===== src/rtl/ccu_snoop_responder_if.sv =====
// Snoop-side bundle of the cached master: ACE AC/CR/CD channels plus the local tag and data array ports.
// Signal directions in the names are seen from the responder (slave modport).
interface ccu_snoop_responder_if #(
  parameter int ADDR_WIDTH = 64,
  parameter int DATA_WIDTH = 64,
  parameter int CD_BEATS   = 4
);
  localparam int BEAT_W = $clog2(CD_BEATS);

  logic                  ac_valid_i;
  logic                  ac_ready_o;
  logic [ADDR_WIDTH-1:0] ac_addr_i;
  logic [3:0]            ac_snoop_i;
  logic                  cr_valid_o;
  logic                  cr_ready_i;
  logic [4:0]            cr_resp_o;
  logic                  cd_valid_o;
  logic                  cd_ready_i;
  logic [DATA_WIDTH-1:0] cd_data_o;
  logic                  cd_last_o;
  logic                  tag_req_o;
  logic                  tag_gnt_i;
  logic [ADDR_WIDTH-1:0] tag_addr_o;
  logic                  tag_hit_i;
  logic                  tag_dirty_i;
  logic                  tag_unique_i;
  logic                  upd_valid_o;
  logic [1:0]            upd_state_o;
  logic                  data_req_o;
  logic [BEAT_W-1:0]     data_beat_o;
  logic [DATA_WIDTH-1:0] data_rdata_i;

  modport slave (
    input  ac_valid_i, ac_addr_i, ac_snoop_i, cr_ready_i, cd_ready_i,
           tag_gnt_i, tag_hit_i, tag_dirty_i, tag_unique_i, data_rdata_i,
    output ac_ready_o, cr_valid_o, cr_resp_o, cd_valid_o, cd_data_o, cd_last_o,
           tag_req_o, tag_addr_o, upd_valid_o, upd_state_o, data_req_o, data_beat_o
  );

  modport master (
    output ac_valid_i, ac_addr_i, ac_snoop_i, cr_ready_i, cd_ready_i,
           tag_gnt_i, tag_hit_i, tag_dirty_i, tag_unique_i, data_rdata_i,
    input  ac_ready_o, cr_valid_o, cr_resp_o, cd_valid_o, cd_data_o, cd_last_o,
           tag_req_o, tag_addr_o, upd_valid_o, upd_state_o, data_req_o, data_beat_o
  );
endinterface


===== src/rtl/ccu_snoop_responder.sv =====
// ACE snoop responder for a private L1: one snoop at a time, tag lookup, CR response,
// tag-state update and a line stream on CD through a 2-entry buffer.
module ccu_snoop_responder #(
  parameter int ADDR_WIDTH = 64,
  parameter int DATA_WIDTH = 64,
  parameter int CD_BEATS   = 4
) (
  input  logic                   clk_i,
  input  logic                   rst_i,
  ccu_snoop_responder_if.slave   bus
);
  localparam int BEAT_W = $clog2(CD_BEATS);
  localparam int OFF_W  = $clog2(CD_BEATS * DATA_WIDTH / 8);
  localparam logic [1:0] ST_INV = 2'b00;
  localparam logic [1:0] ST_SC  = 2'b01;
  localparam logic [1:0] ST_UC  = 2'b10;

  typedef enum logic [2:0] {S_IDLE, S_LOOKUP, S_WAIT, S_RESP, S_DATA} state_t;
  state_t r_state, w_state_nxt;

  logic [ADDR_WIDTH-1:0] r_addr;
  logic [3:0]            r_snoop;
  logic [4:0]            r_resp;
  logic                  r_upd_en;
  logic [1:0]            r_upd_state;
  logic [BEAT_W:0]       r_req_cnt;
  logic [BEAT_W-1:0]     r_pop_cnt;
  logic                  r_inflight;
  logic [DATA_WIDTH-1:0] r_fifo [2];
  logic                  r_wptr, r_rptr;
  logic [1:0]            r_occ;

  logic w_ac_ready, w_tag_req, w_cr_valid, w_upd_valid;
  logic w_pop, w_last, w_line_rd, w_data_req;

  // Returns {update enable, new state, cr_resp}; update enable only when the state actually changes.
  function automatic logic [7:0] snoop_rule(input logic [3:0] op, input logic hit,
                                            input logic dirty, input logic uniq);
    logic dt, shd, pd, en;
    logic [1:0] st;
    dt = 1'b0; shd = 1'b0; pd = 1'b0; en = 1'b0; st = ST_INV;
    case (op)
      4'b0000: begin dt = 1'b1; shd = 1'b1; end
      4'b0001, 4'b0010, 4'b0011: begin
        dt = 1'b1; shd = 1'b1; pd = dirty; en = dirty | uniq; st = ST_SC;
      end
      4'b0111: begin dt = 1'b1; pd = dirty; en = 1'b1; end
      4'b1001: begin dt = dirty; pd = dirty; en = 1'b1; end
      4'b1000: begin
        dt = dirty; pd = dirty; shd = 1'b1; en = dirty; st = uniq ? ST_UC : ST_SC;
      end
      4'b1101: en = 1'b1;
      default: return 8'h00;
    endcase
    if (!hit) return 8'h00;
    return {en, st, uniq, shd, pd, 1'b0, dt};
  endfunction

  always_comb begin
    w_state_nxt = r_state;
    w_ac_ready  = 1'b0;
    w_tag_req   = 1'b0;
    w_cr_valid  = 1'b0;
    w_upd_valid = 1'b0;
    case (r_state)
      S_IDLE: begin
        w_ac_ready = 1'b1;
        if (bus.ac_valid_i) w_state_nxt = S_LOOKUP;
      end
      S_LOOKUP: begin
        w_tag_req = 1'b1;
        if (bus.tag_gnt_i) w_state_nxt = S_WAIT;
      end
      S_WAIT: w_state_nxt = S_RESP;
      S_RESP: begin
        w_cr_valid = 1'b1;
        if (bus.cr_ready_i) begin
          w_upd_valid = r_upd_en;
          w_state_nxt = r_resp[0] ? S_DATA : S_IDLE;
        end
      end
      S_DATA: if (w_pop && w_last) w_state_nxt = S_IDLE;
      default: w_state_nxt = S_IDLE;
    endcase
  end

  // Counting the beat leaving this cycle as free space keeps 1 beat/cycle with a 2-deep buffer.
  assign w_pop      = (r_occ != 2'd0) && bus.cd_ready_i;
  assign w_last     = &r_pop_cnt;
  assign w_line_rd  = (r_state == S_DATA) || ((r_state == S_RESP) && bus.cr_ready_i && r_resp[0]);
  assign w_data_req = w_line_rd && (r_req_cnt < (BEAT_W+1)'(CD_BEATS)) &&
                      (({1'b0, r_occ} + {2'b00, r_inflight} - {2'b00, w_pop}) < 3'd2);

  always_ff @(posedge clk_i) begin
    if (rst_i) begin
      r_state     <= S_IDLE;
      r_resp      <= 5'd0;
      r_upd_en    <= 1'b0;
      r_upd_state <= ST_INV;
      r_req_cnt   <= '0;
      r_pop_cnt   <= '0;
      r_inflight  <= 1'b0;
      r_occ       <= 2'd0;
      r_wptr      <= 1'b0;
      r_rptr      <= 1'b0;
    end else begin
      r_state    <= w_state_nxt;
      r_inflight <= w_data_req;
      r_occ      <= r_occ + {1'b0, r_inflight} - {1'b0, w_pop};
      if (r_state == S_WAIT)
        {r_upd_en, r_upd_state, r_resp} <= snoop_rule(r_snoop, bus.tag_hit_i,
                                                      bus.tag_dirty_i, bus.tag_unique_i);
      if (r_inflight) r_wptr <= ~r_wptr;
      if (w_pop) begin
        r_rptr    <= ~r_rptr;
        r_pop_cnt <= r_pop_cnt + 1'b1;
      end
      if (r_state == S_IDLE) begin
        r_req_cnt <= '0;
        r_pop_cnt <= '0;
      end else if (w_data_req) begin
        r_req_cnt <= r_req_cnt + 1'b1;
      end
    end
  end

  always_ff @(posedge clk_i) begin
    if (w_ac_ready && bus.ac_valid_i) begin
      r_addr  <= bus.ac_addr_i;
      r_snoop <= bus.ac_snoop_i;
    end
    if (r_inflight) r_fifo[r_wptr] <= bus.data_rdata_i;
  end

  assign bus.ac_ready_o  = w_ac_ready;
  assign bus.cr_valid_o  = w_cr_valid;
  assign bus.cr_resp_o   = r_resp;
  assign bus.cd_valid_o  = (r_occ != 2'd0);
  assign bus.cd_data_o   = r_fifo[r_rptr];
  assign bus.cd_last_o   = w_last;
  assign bus.tag_req_o   = w_tag_req;
  assign bus.tag_addr_o  = {r_addr[ADDR_WIDTH-1:OFF_W], {OFF_W{1'b0}}};
  assign bus.upd_valid_o = w_upd_valid;
  assign bus.upd_state_o = r_upd_state;
  assign bus.data_req_o  = w_data_req;
  assign bus.data_beat_o = r_req_cnt[BEAT_W-1:0];
endmodule


===== src/flat_wrapper.sv =====
// flat-port wrapper written by rule: the top's interface ports become plain ports
module ccu_snoop_responder_flat 
#(
  parameter int ADDR_WIDTH = 64,
  parameter int DATA_WIDTH = 64,
  parameter int CD_BEATS   = 4
)
  (clk_i, rst_i, bus_ac_valid_i, bus_ac_addr_i, bus_ac_snoop_i, bus_cr_ready_i, bus_cd_ready_i, bus_tag_gnt_i, bus_tag_hit_i, bus_tag_dirty_i, bus_tag_unique_i, bus_data_rdata_i, bus_ac_ready_o, bus_cr_valid_o, bus_cr_resp_o, bus_cd_valid_o, bus_cd_data_o, bus_cd_last_o, bus_tag_req_o, bus_tag_addr_o, bus_upd_valid_o, bus_upd_state_o, bus_data_req_o, bus_data_beat_o);
  ccu_snoop_responder_if #(.ADDR_WIDTH(ADDR_WIDTH), .DATA_WIDTH(DATA_WIDTH), .CD_BEATS(CD_BEATS)) bus_i ();
  input  logic clk_i;
  input  logic rst_i;
  input wire logic [$bits(bus_i.ac_valid_i)-1:0] bus_ac_valid_i;
  input wire logic [$bits(bus_i.ac_addr_i)-1:0] bus_ac_addr_i;
  input wire logic [$bits(bus_i.ac_snoop_i)-1:0] bus_ac_snoop_i;
  input wire logic [$bits(bus_i.cr_ready_i)-1:0] bus_cr_ready_i;
  input wire logic [$bits(bus_i.cd_ready_i)-1:0] bus_cd_ready_i;
  input wire logic [$bits(bus_i.tag_gnt_i)-1:0] bus_tag_gnt_i;
  input wire logic [$bits(bus_i.tag_hit_i)-1:0] bus_tag_hit_i;
  input wire logic [$bits(bus_i.tag_dirty_i)-1:0] bus_tag_dirty_i;
  input wire logic [$bits(bus_i.tag_unique_i)-1:0] bus_tag_unique_i;
  input wire logic [$bits(bus_i.data_rdata_i)-1:0] bus_data_rdata_i;
  output wire logic [$bits(bus_i.ac_ready_o)-1:0] bus_ac_ready_o;
  output wire logic [$bits(bus_i.cr_valid_o)-1:0] bus_cr_valid_o;
  output wire logic [$bits(bus_i.cr_resp_o)-1:0] bus_cr_resp_o;
  output wire logic [$bits(bus_i.cd_valid_o)-1:0] bus_cd_valid_o;
  output wire logic [$bits(bus_i.cd_data_o)-1:0] bus_cd_data_o;
  output wire logic [$bits(bus_i.cd_last_o)-1:0] bus_cd_last_o;
  output wire logic [$bits(bus_i.tag_req_o)-1:0] bus_tag_req_o;
  output wire logic [$bits(bus_i.tag_addr_o)-1:0] bus_tag_addr_o;
  output wire logic [$bits(bus_i.upd_valid_o)-1:0] bus_upd_valid_o;
  output wire logic [$bits(bus_i.upd_state_o)-1:0] bus_upd_state_o;
  output wire logic [$bits(bus_i.data_req_o)-1:0] bus_data_req_o;
  output wire logic [$bits(bus_i.data_beat_o)-1:0] bus_data_beat_o;
  assign bus_i.ac_valid_i = bus_ac_valid_i;
  assign bus_i.ac_addr_i = bus_ac_addr_i;
  assign bus_i.ac_snoop_i = bus_ac_snoop_i;
  assign bus_i.cr_ready_i = bus_cr_ready_i;
  assign bus_i.cd_ready_i = bus_cd_ready_i;
  assign bus_i.tag_gnt_i = bus_tag_gnt_i;
  assign bus_i.tag_hit_i = bus_tag_hit_i;
  assign bus_i.tag_dirty_i = bus_tag_dirty_i;
  assign bus_i.tag_unique_i = bus_tag_unique_i;
  assign bus_i.data_rdata_i = bus_data_rdata_i;
  assign bus_ac_ready_o = bus_i.ac_ready_o;
  assign bus_cr_valid_o = bus_i.cr_valid_o;
  assign bus_cr_resp_o = bus_i.cr_resp_o;
  assign bus_cd_valid_o = bus_i.cd_valid_o;
  assign bus_cd_data_o = bus_i.cd_data_o;
  assign bus_cd_last_o = bus_i.cd_last_o;
  assign bus_tag_req_o = bus_i.tag_req_o;
  assign bus_tag_addr_o = bus_i.tag_addr_o;
  assign bus_upd_valid_o = bus_i.upd_valid_o;
  assign bus_upd_state_o = bus_i.upd_state_o;
  assign bus_data_req_o = bus_i.data_req_o;
  assign bus_data_beat_o = bus_i.data_beat_o;
  ccu_snoop_responder #(.ADDR_WIDTH(ADDR_WIDTH), .DATA_WIDTH(DATA_WIDTH), .CD_BEATS(CD_BEATS)) u_core (.clk_i(clk_i), .rst_i(rst_i), .bus(bus_i));
endmodule

===== config.mk =====
export PLATFORM = sky130hd
export DESIGN_NAME = ccu_snoop_responder_flat
export DESIGN_NICKNAME = d
export VERILOG_FILES = /design/src/rtl/ccu_snoop_responder_if.sv /design/src/rtl/ccu_snoop_responder.sv /design/src/flat_wrapper.sv
export SDC_FILE = /design/constraint.sdc
export NUM_CORES = 1
export LEC_CHECK = 0
export ABC_AREA = 1
export CAP_MARGIN = 20
export CORE_UTILIZATION = 46
export CTS_BUF_LIST = sky130_fd_sc_hd__clkbuf_8
export CTS_CLUSTER_DIAMETER = 40
export CTS_CLUSTER_SIZE = 20
export DETAILED_ROUTE_END_ITERATION = 6
export GPL_ROUTABILITY_DRIVEN = 0
export PLACE_DENSITY = 0.81
export SETUP_SLACK_MARGIN = 0.05
export SLEW_MARGIN = 10
export SYNTH_ARGS = -nofsm -noshare
export SYNTH_HDL_FRONTEND = slang
export SYNTH_SLANG_ARGS = --single-unit

===== constraint.sdc =====
create_clock -name clk_i -period 8.5 [get_ports clk_i]
set_input_delay 2.125 -clock clk_i [delete_from_list [all_inputs] [get_ports clk_i]]
set_output_delay 2.125 -clock clk_i [all_outputs]
set_load 0.01 [all_outputs]

==> results of run 1 <==
## cell usage in the layout, fill, tap and decap left out, drive strengths merged
master         instances
clkdlybuf4s50        273
edfxtp               191
mux2                  64
nand2                 39
inv                   38
clkbuf                29
nor2                  27
dfxtp                 21
a21oi                 14
nand3                 10
clkinv                 8
conb                   6
bufinv                 6
o21ai                  6
ha                     4
clkinvlp               4
buf                    4
nand4                  3
nor3                   3
or2                    1
o211ai                 1
fa                     1
## area by class of cell
| cell class | count | area share |
|---|---|---|
| clock inverter | 25 | 0.0283 |
| multi-input combinational | 179 | 0.120 |
| inverter | 31 | 0.0108 |
| sequential | 212 | 0.540 |
| clock buffer | 29 | 0.0350 |
| timing repair buffer | 277 | 0.242 |
| tap | 216 | 0.0237 |
## cells in the mapped netlist (all sizes together)
master | count | area share
inv | 29 | 0.014
nand4 | 3 | 0.0024
ha | 4 | 0.0065
or2 | 1 | 0.00081
mux2 | 64 | 0.093
fa | 1 | 0.0026
o21ai | 6 | 0.0044
conb | 1 | 0.00049
nand3 | 10 | 0.0071
edfxtp | 191 | 0.74
a21oi | 14 | 0.011
o211ai | 1 | 0.00097
nor2 | 27 | 0.017
buf | 16 | 0.014
nor3 | 3 | 0.0026
clkbuf | 1 | 0.00049
dfxtp | 21 | 0.054
nand2 | 39 | 0.024
clkinv | 2 | 0.0018
## where the power goes
group | internal [mW] | leakage, nW | switching (mW)
clock network | 0.524 | 0.358 | 0.415
logic | 0.305 | 1.69 | 0.238
registers | 1.19 | 1.92 | 0.0246
## sequential cells by signal, indices dropped and copies added (netlist names), named ones only
register and count:
u_core.r_rptr 1, u_core.bus.cr_resp_o 4, u_core.r_addr 59, u_core.r_upd_en 1, u_core.r_snoop 4, u_core.r_pop_cnt 2
u_core.r_wptr 1, u_core.r_req_cnt 3, u_core.bus.upd_state_o 2, u_core.r_inflight 1, u_core.r_state 3, u_core.r_occ 2
u_core.r_fifo 128
## per-stage QoR
step | setup slack [ns] | area, um2
6_report | 1.47 | 11400
2_1_floorplan | 1.50 | 7740
5_1_grt | 1.35 | 11400
3_3_place_gp | 1.54 | 10700
4_1_cts | 1.46 | 11400
3_5_place_dp | 1.47 | 10700
## routing by layer
metal,wire length (um),vias to the layer above,GRT usage
met5,0,-,0
met4,456,0,0.0704
met1,6440,2284,0.224
met2,9260,223,0.367
li1,-,2177,-
met3,1660,32,0.0748
## final timing paths
kind / to / slack (ns) / cells after the start
setup / recovery: bus_data_req_o / 1.47 / 13
hold / removal: u_core.r_req_cnt[2]$_SDFFE_PP0P_ / 0.46 / 2
setup reg to reg: u_core.r_req_cnt[0]$_SDFFE_PP0P_ / 5.92 / 16
hold reg to reg: u_core.r_req_cnt[2]$_SDFFE_PP0P_ / 0.46 / 2
## cell families (layout without fill, tap and decap cells)
| group | count (synthesis) | count (layout) | synth area share |
|---|---|---|---|
| AO/OA/AOI/OAI | 21 | 21 | 0.0164 |
| adder cells (fa/ha/maj) | 5 | 5 | 0.00908 |
| buffers and inverters | 48 | 362 | 0.0301 |
| flip-flops | 212 | 212 | 0.797 |
| multiplexers | 64 | 64 | 0.0934 |
| other | 1 | 6 | 0.000486 |
| AND/OR/NAND/NOR | 83 | 83 | 0.0532 |
## worst max-delay path: cells and delay by family
family          cells  cell delay, ns
fa+ha+maj           3            0.96
compound gates      2            0.27
buf+inv             5            1.19
simple gates        3            0.35
==> impl_metrics.csv, run 1 <==
group,metric,value,unit
pwr,power.density_cell_area,236,mW/mm2
sta,fin_worst_skew,0.0116,ns
critical_path,crit_type,"input pin to output pin",
cells_and_area,post_route_cells_drive_above_1_share,0.203,
sta,min_period_over_period,0.827,
logic_synthesis,yosys_warnings,0,
die,io-pin-count,285,
critical_path,cp.arrival,4.90,ns
critical_path,setup.worst_path.end_class,"output pin",
die,die_w,132,um
logic_synthesis,ys_types,32,
route,drt_first_iter_violations,308,
sta,totalNegativeSetupSlack,0,ns
logic_synthesis,ys_seq_elements,212,
clock_tree,clock_tree.htree_level_count,1,
clock_tree,cts.repair.resized,0,
critical_path,chain_of_cells_forming_the_critical_path,"clkdlybuf4s50_1 > nand2_1 > inv_1 > ha_1 > inv_1 > ha_1 > fa_1 > nor2_1 > o21ai_0 > a21oi_1 > nand2_2 > clkinv_2 > clkdlybuf4s50_1",
critical_path,cp.required,6.38,ns
critical_path,crit-reg2reg-launch,"u_core.r_occ[1]$_SDFF_PP0_",
global_routing,grt_antenna_before_repair,0,
pwr,power_leakage,3.97,nW
pwr,fin_total_pwr,2.69,mW
route,detailroute.via_count,4716,
critical_path,cp_slowest_stage_delay,0.53,ns
sta,timing.final.hold_violations,0,
global_routing,grt_max_degree,64,
cells_and_area,num-nets-final,876,
sta,setup_viol,0,
sta,fmax,142,MHz
cells_and_area,num-fill-cells,1036,
critical_path,setup.worst_path.start,"bus_cd_ready_i",
clock_tree,cts.root.buffer_cell,"clkbuf_8",
logic_synthesis,synthesis.instances,434,
logic_synthesis,synth.cell_area,0.00772,mm2
cells_and_area,flow.area_growth_from_synthesis,47.6,%
logic_synthesis,synth.yosys.seq_area_share,0.797,
clock_tree,cts.clk_slew.worst_paths,0.07,ns
sta,worst_pin_slew,0.815,ns
cells_and_area,antenna_cells,0,
clock_tree,clkLatencyLatePin,0.54,ns
critical_path,worstSetupStartpointType,"input pin",
route,first_pass_iteration_count_of_the_detailed_router,4,
route,ant_nets,0,
sta,slew_headroom,0.457,
placement,hpwl,12600,um
run_status,outcome,"complete, no violations",
clock_tree,cts_buffer_depth,3,
clock_tree,numClockSinks,212,
sta,finalHoldWorstSlack,0.462,ns
worst_hold_path,hold_path_class,"flip-flop to flip-flop",
global_routing,first_global_vias,5158,
worst_hold_path,hold_path_startpoint,"u_core.r_req_cnt[2]$_SDFFE_PP0P_",
logic_synthesis,avgSynthCellArea,17.8,um2
cells_and_area,non_filler_cells_in_the_finished_layout,969,
cells_and_area,postLayoutCoreUtil,0.707,
route,routedWlPerCell,18.4,um
cells_and_area,sequential_standard_cell_area,0.00616,mm2
die,fp.dieArea,0.0173,mm2
die,core.rowCount,46,
route,detail_route.wirelength,17800,um
cells_and_area,multi_input_comb_area,0.00136,mm2
die,core_area,0.0161,mm2
clock_tree,cts.hold.buffers_added,0,
critical_path,cpMaxStageDelayCell,"clkdlybuf4s50_1",
route,routed_via_density,4.87,
placement,io_buffer_count,273,
die,die_y,132,um
global_routing,grt_pass1_wl,27500,um
route,drc,0,
clock_tree,clock_tree_from_tritoncts,"done",
sta,report.final.slew_viol_count,0,
die,initial_utilization,0.479,
pwr,vdd_ir_drop_max,0.153,mV
sta,period_minus_slack,7.03,ns
global_routing,overall_global_routing_resource_usage,0.206,
clock_tree,cts_buffers,29,
flow_run,cap_violations,0,
sta,rsz0062_at_grt,"no",
placement,dpl.cell_count,915,
global_routing,global_route_total_overflow,0,
clock_tree,post_cts.repair.setup_buffers,0,
critical_path,maximum_net_fanout_on_the_critical_path,5,
Power figures use the tool's default switching activity.
==> inputs of run 2 (changes only) <==
==> constraint.sdc (replaced) <==
create_clock -name clk_i -period 6.95 [get_ports clk_i]
set_input_delay 1.7375 -clock clk_i [delete_from_list [all_inputs] [get_ports clk_i]]
set_output_delay 1.7375 -clock clk_i [all_outputs]
set_load 0.01 [all_outputs]
==> impl_metrics.csv, run 2 (synthesis gave the netlist of run 1 again) <==
group,metric,value,unit
global_routing,grt_max_degree,64,
clock_tree,clock_tree_from_tritoncts,"done",
cells_and_area,reg.largest.list,"u_core.r_fifo: 128 flops, u_core.r_addr: 59 flops",
clock_tree,cts.repair.resized,0,
global_routing,global_route_total_overflow,0,
route,drc,0,
cells_and_area,most-common-layout-cells,"clkdlybuf4s50_1, edfxtp_1, mux2_2",
critical_path,worstSetupStartpointType,"input pin",
route,first_pass_iteration_count_of_the_detailed_router,4,
clock_tree,cts.hold.buffers_added,0,
pwr,pwr-share-seq,0.447,
pwr,power.density_cell_area,291,mW/mm2
cells_and_area,post_route_cells_drive_above_1_share,0.198,
global_routing,first_global_vias,5175,
sta,finalHoldWorstSlack,0.440,ns
die,die_w,132,um
pwr,power_frac_comb,0.199,
worst_hold_path,hold_path_class,"flip-flop to flip-flop",
cells_and_area,num-fill-cells,1048,
clock_tree,cts_buffers,28,
sta,slew_headroom,0.476,
critical_path,crit_type,"input pin to output pin",
die,core.rowCount,46,
clock_tree,cts.root.buffer_cell,"clkbuf_8",
global_routing,gr-usage-met1,0.215,
global_routing,grt_antenna_before_repair,0,
critical_path,cp.arrival,4.52,ns
sta,worst_pin_slew,0.785,ns
global_routing,grt_pass1_wl,27400,um
pwr,power.switching,0.785,mW
run_status,outcome,"complete, no violations",
clock_tree,cts.clk_slew.worst_paths,0.08,ns
die,initial_utilization,0.479,
placement,io_buffer_count,273,
critical_path,cp.required,5.21,ns
pwr,vdd_ir_drop_max,0.198,mV
pwr,fin_total_pwr,3.32,mW
cells_and_area,largest-register,"u_core.r_fifo",
clock_tree,clkLatencyLatePin,0.53,ns
cells_and_area,layout.cells.most_common,"clkdlybuf4s50_1",
global_routing,groute.layer.met3.usage,0.0799,
sta,fmax,160,MHz
clock_tree,clock_tree.htree_level_count,1,
critical_path,chain_of_cells_forming_the_critical_path,"clkdlybuf4s50_1 > nand2_1 > inv_1 > ha_1 > inv_1 > ha_1 > fa_1 > nor2_1 > o21ai_0 > a21oi_1 > nand2_2 > clkinv_2 > clkdlybuf4s50_1",
critical_path,cp_slowest_stage_delay,0.53,ns
die,fp.dieArea,0.0173,mm2
critical_path,setup.worst_path.end_class,"output pin",
cells_and_area,flow.area_growth_from_synthesis,47.9,%
route,routedWlPerCell,18.7,um
sta,report.final.slew_viol_count,0,
cells_and_area,postLayoutCoreUtil,0.708,
sta,period_minus_slack,6.26,ns
sta,setup_viol,0,
route,detailroute.via_count,4710,
route,routed_via_density,4.87,
sta,min_period_over_period,0.900,
global_routing,overall_global_routing_resource_usage,0.206,
pwr,sw_frac_of_total,0.236,
sta,fin_worst_skew,0.0147,ns
critical_path,maximum_net_fanout_on_the_critical_path,5,
route,ant_nets,0,
critical_path,cpMaxStageDelayCell,"clkdlybuf4s50_1",
placement,dpl.cell_count,915,
placement,hpwl,12500,um
pwr,internal_power,2.54,mW
cells_and_area,largest_register_ffs,128,
route,detail_route.wirelength,18100,um
route,drt_first_iter_violations,244,
die,core_area,0.0161,mm2
sta,rsz0062_at_grt,"no",
cells_and_area,non_filler_cells_in_the_finished_layout,967,
critical_path,regToRegSetupSlack,4.41,ns
cells_and_area,num-nets-final,875,
die,io-pin-count,285,
clock_tree,cts_buffer_depth,3,
flow_run,cap_violations,0,
sta,timing.final.hold_violations,0,
die,die_y,132,um
global_routing,grt_busiest_layer,"met2",
clock_tree,post_cts.repair.setup_buffers,0,
clock_tree,numClockSinks,212,
cells_and_area,antenna_cells,0,
pwr,power_leakage,3.99,nW
sta,totalNegativeSetupSlack,0,ns
global_routing,grt_util_met2,0.366,
pwr,clock_power_share,0.354,
-- run 2: final timing paths --
check / from / to / cells past startpoint
worst max-delay path: bus_cd_ready_i / bus_data_req_o / 13
worst max register to register: u_core.r_occ[1]$_SDFF_PP0_ / u_core.r_req_cnt[0]$_SDFFE_PP0P_ / 16
worst min register to register: u_core.r_rptr$_SDFFE_PP0P_ / flip-flop / 1
worst min-delay path: u_core.r_rptr$_SDFFE_PP0P_ / flip-flop / 1
-- run 2: layout make-up --
class                           instances  area, um2  area share
Timing Repair Buffer                  277       2760       0.242
Clock inverter                         18        273      0.0239
Inverter                               31        123      0.0107
Tap cell                              216        270      0.0237
Sequential cell                       212       6160       0.539
Multi-Input combinational cell        179       1360       0.119
Clock buffer                           34        468      0.0410
-- run 2: metal layers --
layer | up-vias | routed length, um
met5 | - | 0
met4 | 0 | 664
met3 | 44 | 1860
met2 | 245 | 9140
met1 | 2246 | 6430
li1 | 2175 | -
-- run 2: power by group through the flow --
stage / Clock, mW / Sequential [mW] / Combinational (mW)
global placement: 0 / 1.51 / 0.649
CTS: 1.20 / 1.49 / 0.668
detailed placement: 0 / 1.51 / 0.663
global route: 1.25 / 1.49 / 0.701
finish: 1.18 / 1.49 / 0.661
floorplan: 0 / 1.53 / 0.303
-- run 2: critical path: cells and delay by family --
family | cells | cell delay [ns]
buffers and inverters | 5 | 1.20
adders and majority gates | 3 | 0.94
and+or+nand+nor | 3 | 0.37
AOI/OAI and AO/OA | 2 | 0.27
-- run 2: metrics by stage --
step / setup WS, ns / area [um2]
finish: 0.693 / 11400
global route: 0.543 / 11400
CTS: 0.705 / 11400
detailed placement: 0.717 / 10700
global placement: 0.770 / 10700
floorplan: 0.333 / 7740
